## src/rtl/uart_pkg.sv

```systemverilog
// Types and constants shared by the UART transmit and receive paths.
package uart_pkg;

  typedef enum logic [2:0] {
    IDLE   = 3'd0,
    START  = 3'd1,
    DATA   = 3'd2,
    PARITY = 3'd3,
    STOP   = 3'd4
  } tx_state_t;

  localparam logic UART_IDLE_LVL      = 1'b1;
  localparam int   DEFAULT_OVERSAMPLE = 16;

endpackage

```

## src/rtl/uart_bit_timer.sv

```systemverilog
// Oversample counter: counts tick pulses and flags the tick that closes a bit period.
module uart_bit_timer
  import uart_pkg::*;
#(
  parameter int OVERSAMPLE = DEFAULT_OVERSAMPLE
) (
  input  logic clk,
  input  logic reset,
  input  logic tick,
  input  logic clear,
  output logic bit_end
);

  localparam int CW = (OVERSAMPLE > 1) ? $clog2(OVERSAMPLE) : 1;
  localparam logic [CW-1:0] LAST = CW'(OVERSAMPLE - 1);

  logic [CW-1:0] os_cnt;

  // clear wins over tick so a tick landing on the clear cycle is not counted
  assign bit_end = tick && !clear && (os_cnt == LAST);

  always_ff @(posedge clk or posedge reset) begin
    if (reset) begin
      os_cnt <= '0;
    end else if (clear) begin
      os_cnt <= '0;
    end else if (tick) begin
      os_cnt <= bit_end ? '0 : os_cnt + CW'(1);
    end
  end

endmodule

```

## src/rtl/uart_tx_serializer.sv

```systemverilog
// UART transmitter: serializes a byte LSB first onto tx (idle high), 8N1 by default.
// Define UART_TX_PARITY_EN to insert an even-parity bit between the data and stop bits.
module uart_tx_serializer
  import uart_pkg::*;
#(
  parameter int DATA_BITS  = 8,
  parameter int OVERSAMPLE = DEFAULT_OVERSAMPLE,
  parameter int STOP_BITS  = 1
) (
  input  logic                 clk,
  input  logic                 reset,
  input  logic                 tick_16x,
  input  logic [DATA_BITS-1:0] tx_data,
  input  logic                 tx_valid,
  output logic                 tx_ready,
  output logic                 tx,
  output logic                 tx_busy,
  output logic                 tx_done,
  output tx_state_t            state
);

  // Handshake: a byte transfers on a rising clk where tx_valid and tx_ready are
  // both high. tx_ready is high only in IDLE; tx_valid seen elsewhere is dropped,
  // and tx_data is captured only on the transfer cycle.

  localparam int BCW = $clog2(DATA_BITS + STOP_BITS + 1);
  localparam logic [BCW-1:0] LAST_DATA = BCW'(DATA_BITS - 1);
  localparam logic [BCW-1:0] LAST_STOP = BCW'(STOP_BITS - 1);

  logic [DATA_BITS-1:0] shift_reg;
  logic [BCW-1:0]       bit_cnt;
  logic                 bit_end;
  logic                 timer_clear;
`ifdef UART_TX_PARITY_EN
  logic                 parity_bit;
`endif

  // Holding the timer cleared through IDLE makes counting start the clk after accept.
  assign timer_clear = (state == IDLE);

  uart_bit_timer #(
    .OVERSAMPLE (OVERSAMPLE)
  ) u_bit_timer (
    .clk     (clk),
    .reset   (reset),
    .tick    (tick_16x),
    .clear   (timer_clear),
    .bit_end (bit_end)
  );

  always_ff @(posedge clk or posedge reset) begin
    if (reset) begin
      state     <= IDLE;
      tx        <= UART_IDLE_LVL;
      tx_ready  <= 1'b1;
      tx_busy   <= 1'b0;
      tx_done   <= 1'b0;
      shift_reg <= '0;
      bit_cnt   <= '0;
`ifdef UART_TX_PARITY_EN
      parity_bit <= 1'b0;
`endif
    end else begin
      tx_done <= 1'b0;
      case (state)
        IDLE: begin
          if (tx_valid && tx_ready) begin
            shift_reg <= tx_data;
            bit_cnt   <= '0;
            tx        <= 1'b0;
            tx_ready  <= 1'b0;
            tx_busy   <= 1'b1;
            state     <= START;
`ifdef UART_TX_PARITY_EN
            parity_bit <= ^tx_data;
`endif
          end
        end
        START: begin
          if (bit_end) begin
            tx    <= shift_reg[0];
            state <= DATA;
          end
        end
        DATA: begin
          if (bit_end) begin
            shift_reg <= shift_reg >> 1;
            if (bit_cnt == LAST_DATA) begin
              bit_cnt <= '0;
`ifdef UART_TX_PARITY_EN
              tx    <= parity_bit;
              state <= PARITY;
`else
              tx    <= UART_IDLE_LVL;
              state <= STOP;
`endif
            end else begin
              // next bit is shift_reg[1] because the shift lands on this same edge
              bit_cnt <= bit_cnt + BCW'(1);
              tx      <= shift_reg[1];
            end
          end
        end
`ifdef UART_TX_PARITY_EN
        PARITY: begin
          if (bit_end) begin
            tx    <= UART_IDLE_LVL;
            state <= STOP;
          end
        end
`endif
        STOP: begin
          if (bit_end) begin
            if (bit_cnt == LAST_STOP) begin
              bit_cnt  <= '0;
              tx_done  <= 1'b1;
              tx_ready <= 1'b1;
              tx_busy  <= 1'b0;
              state    <= IDLE;
            end else begin
              bit_cnt <= bit_cnt + BCW'(1);
            end
          end
        end
        default: begin
          tx       <= UART_IDLE_LVL;
          tx_ready <= 1'b1;
          tx_busy  <= 1'b0;
          state    <= IDLE;
        end
      endcase
    end
  end

endmodule

```

## config.mk

```make
export PLATFORM = sky130hd
export DESIGN_NAME = uart_tx_serializer
export DESIGN_NICKNAME = d
export VERILOG_FILES = /design/src/rtl/uart_pkg.sv /design/src/rtl/uart_bit_timer.sv /design/src/rtl/uart_tx_serializer.sv
export SDC_FILE = /design/constraint.sdc
export NUM_CORES = 1
export LEC_CHECK = 0
export BUFFER_PORTS_ARGS = -buffer_cell sky130_fd_sc_hd__buf_4
export CORE_ASPECT_RATIO = 1.4
export CORE_MARGIN = 2
export CORE_UTILIZATION = 55
export CTS_CLUSTER_DIAMETER = 60
export CTS_CLUSTER_SIZE = 10
export DETAILED_ROUTE_END_ITERATION = 16
export PLACE_DENSITY = 0.83
export SLEW_MARGIN = 20
export SYNTH_ARGS = -nofsm -noshare
export SYNTH_HDL_FRONTEND = slang
export SYNTH_HIERARCHICAL = 1
export SYNTH_SLANG_ARGS = --single-unit
export TNS_END_PERCENT = 5
```

## constraint.sdc

```tcl
create_clock -name clk -period 2.2 [get_ports clk]
set_input_delay 0.44 -clock clk [delete_from_list [all_inputs] [get_ports clk]]
set_output_delay 0.44 -clock clk [all_outputs]
set_load 0.1 [all_outputs]
```

==> metrics.yaml <==
status:
  outcome: "finished, final reports clean"
logic_synthesis:
  async_reset_ff_share_pct: 100
  yosys-top-cells-area: "dfrtp_1 (42%), a21oi_2 (4.9%), dfstp_2 (4.2%), inv_1 (3.9%), o22ai_1 (3.5%)"
  synth_nets: 143
  yosysMostFrequentCell: "dfrtp_1"
  syn-cell-area_sq_mm: 0.00125
  ys_types: 36
  synth-edff-count: 0
  avgSynthCellArea_sq_um: 9.75
  yosysTopAreaCell: "dfrtp_1"
  synthCells: 128
  yosysWarningCount: 6
  yosysTopAreaCellShare_pct: 42.1
  synth_top_flop_cell: "dfrtp_1"
  synth-seq-cells: 23
  ys_seq_area_share_pct: 46.3
  synth_commonest_cells: "dfrtp_1 (21), inv_1 (13), nor2_1 (8)"
clock_tree:
  clockRootBuffer: "clkbuf_4"
  cts_tree: "done"
  cts-resized-gates: 0
  clock_path_buffers: 2
  cts.sinks: 23
  htree_levels: 1
  cts_buffers: 3
  clk_pin_slew_ns: 0.12
  clock_latency_ns: 0.31
power_and_ir_drop:
  power.density_mw_per_mm2: 1030
  p_leak_nw: 0.643
  peakVddDrop_mv: 0.578
layout:
  final_core_util_pct: 67.0
  final_layout_size_suffix_gt1_share_pct: 27.0
  area_growth_syn_to_layout_pct: 15.5
  largest_reg_flops: 8
  fin_cells: 170
  antennaDiodeCount: 0
  nets: 164
detailed_routing:
  wl_per_cell_um: 14.6
  finalWirelength_um: 2480
  drc_errors: 0
  via_per_inst: 6.12
  via_count: 1041
  firstDrtPassIters: 4
  antenna_left: 0
  drtIter0Drc: 38
placement:
  dp_cells: 165
  hpwlAfterDp_um: 1840
  gp_congestion: 0.774
  port_buffers: 18
global_route:
  grt_usage_pct: 21.3
  grt_pass1_wl_um: 4200
  antenna_found_initial: 0
  grt_overflow: 0
  grt_max_degree: 20
  grt_pass1_vias: 1005
timing:
  hold_viol_final: 0
  final.period_utilization_pct: 91.5
  worst_pin_slew_ns: 0.728
  slew_headroom_pct: 51.4
  report.final.slew_viol_count: 0
  fin_setup_tns_ns: 0
  fmax_mhz: 497
  rsz0062_at_grt: "no"
  clock_skew_ns: 0.00469
  period_needed_ns: 2.01
  setup_viol: 0
setup_path:
  crit_type: "flop to flop"
  crit_fanout: 7
  start_kind: "flop"
  setup.worst_path.end_class: "flop"
  critPathArrivalTime_ns: 2.23
  critPathRequiredTime_ns: 2.42
floorplan:
  core_sq_mm: 0.00215
  die_w_um: 44.3
  die_y_um: 60.4
  start_util_pct: 58.0
  die_area_sq_mm: 0.00267
  rows: 20
  io-pin-count: 19
worst_hold_path:
  hold_class: "input pin to flop"
flow_run:
  cap_violations: 0
==> critical path, cell delays in order, from the launching register on <==
cell,delay [ns]
dfrtp_1,0.43
ha_1,0.23
nand2_1,0.08
nor3_2,0.40
nand2b_1,0.13
o32ai_2,0.23
o21ai_0,0.16
a22o_1,0.26
==> cell usage in the layout, fill, tap and decap left out, drive strengths merged, types with 2 or more instances in the layout <==
cell      n
nor2b     3
nor2      8
a21oi    14
a22o      2
buf      20
o21a      2
nor3      2
o22ai     7
dfrtp    21
or3       2
dfstp     2
nand2b    2
nor3b     4
ha        3
nand2     8
a22oi     2
clkbuf    4
inv      13
o2bb2ai   2
a32o      2
o21ai     7
nand3b    4
xor2      2
==> layer usage <==
layer  vias up  global-route usage (%)  wire length, um
met1       524                    24.6             1020
met2        20                    38.7             1330
li1        492                       -                -
met5         -                       0                0
met3         5                    1.79               82
met4         0                    11.3               48
==> layout make-up <==
cell class                      count  area (sq um)
Clock buffer                        4          26.3
Fill cell                         171           711
Inverter                           13          48.8
Multi-Input combinational cell     87           594
Sequential cell                    23           584
Tap cell                           22          27.5
Timing Repair Buffer               21           160
==> power by group <==
group          switching (mW)  internal, mW
clock network           0.125        0.0710
logic                   0.387         0.213
registers               0.125         0.569
total                   0.638         0.853
==> path summary, 6_finish.rpt <==
path,from,to,slack [ns],cells after the start
min in group asynchronous,reset,u_bit_timer/os_cnt[1],0.56,3
hold / removal,tx_data[7],shift_reg[7],0.38,3
hold reg to reg,shift_reg[7],shift_reg[7],0.53,1
setup / recovery,u_bit_timer/os_cnt[0],bit_cnt[2],0.19,7
max in group asynchronous,reset,state[0],0.87,3
setup reg to reg,u_bit_timer/os_cnt[0],bit_cnt[2],0.19,7
==> timing repair <==
item                                   CTS  global route
buffers inserted                         0             0
hold buffers                             1             0
endpoints found under the hold margin    1             0
==> stage by stage <==
step	cell area (sq um)	hold slack [ns]	setup WS [ns]	total power, mW
CTS	1440	0.379	0.218	1.50
detailed placement	1410	0.348	0.242	1.30
floorplan	1260	0.206	0.0205	1.16
finish	1440	0.382	0.188	1.49
global placement	1410	0.340	0.324	1.28
global route	1440	0.408	0.0181	1.58
==> cells by family (layout without fill, tap and decap cells) <==
| family | count (synthesis) | count (layout) | synth area share, % |
|---|---|---|---|
| AO/OA/AOI/OAI | 40 | 40 | 22.8 |
| XOR/XNOR | 3 | 3 | 2.11 |
| adder cells (fa/ha/maj) | 3 | 3 | 3.01 |
| buffers and inverters | 18 | 38 | 6.42 |
| flip-flops | 23 | 23 | 46.3 |
| multiplexers | 1 | 1 | 0.802 |
| AND/OR/NAND/NOR | 40 | 40 | 18.6 |
Power figures use the tool's default switching activity.
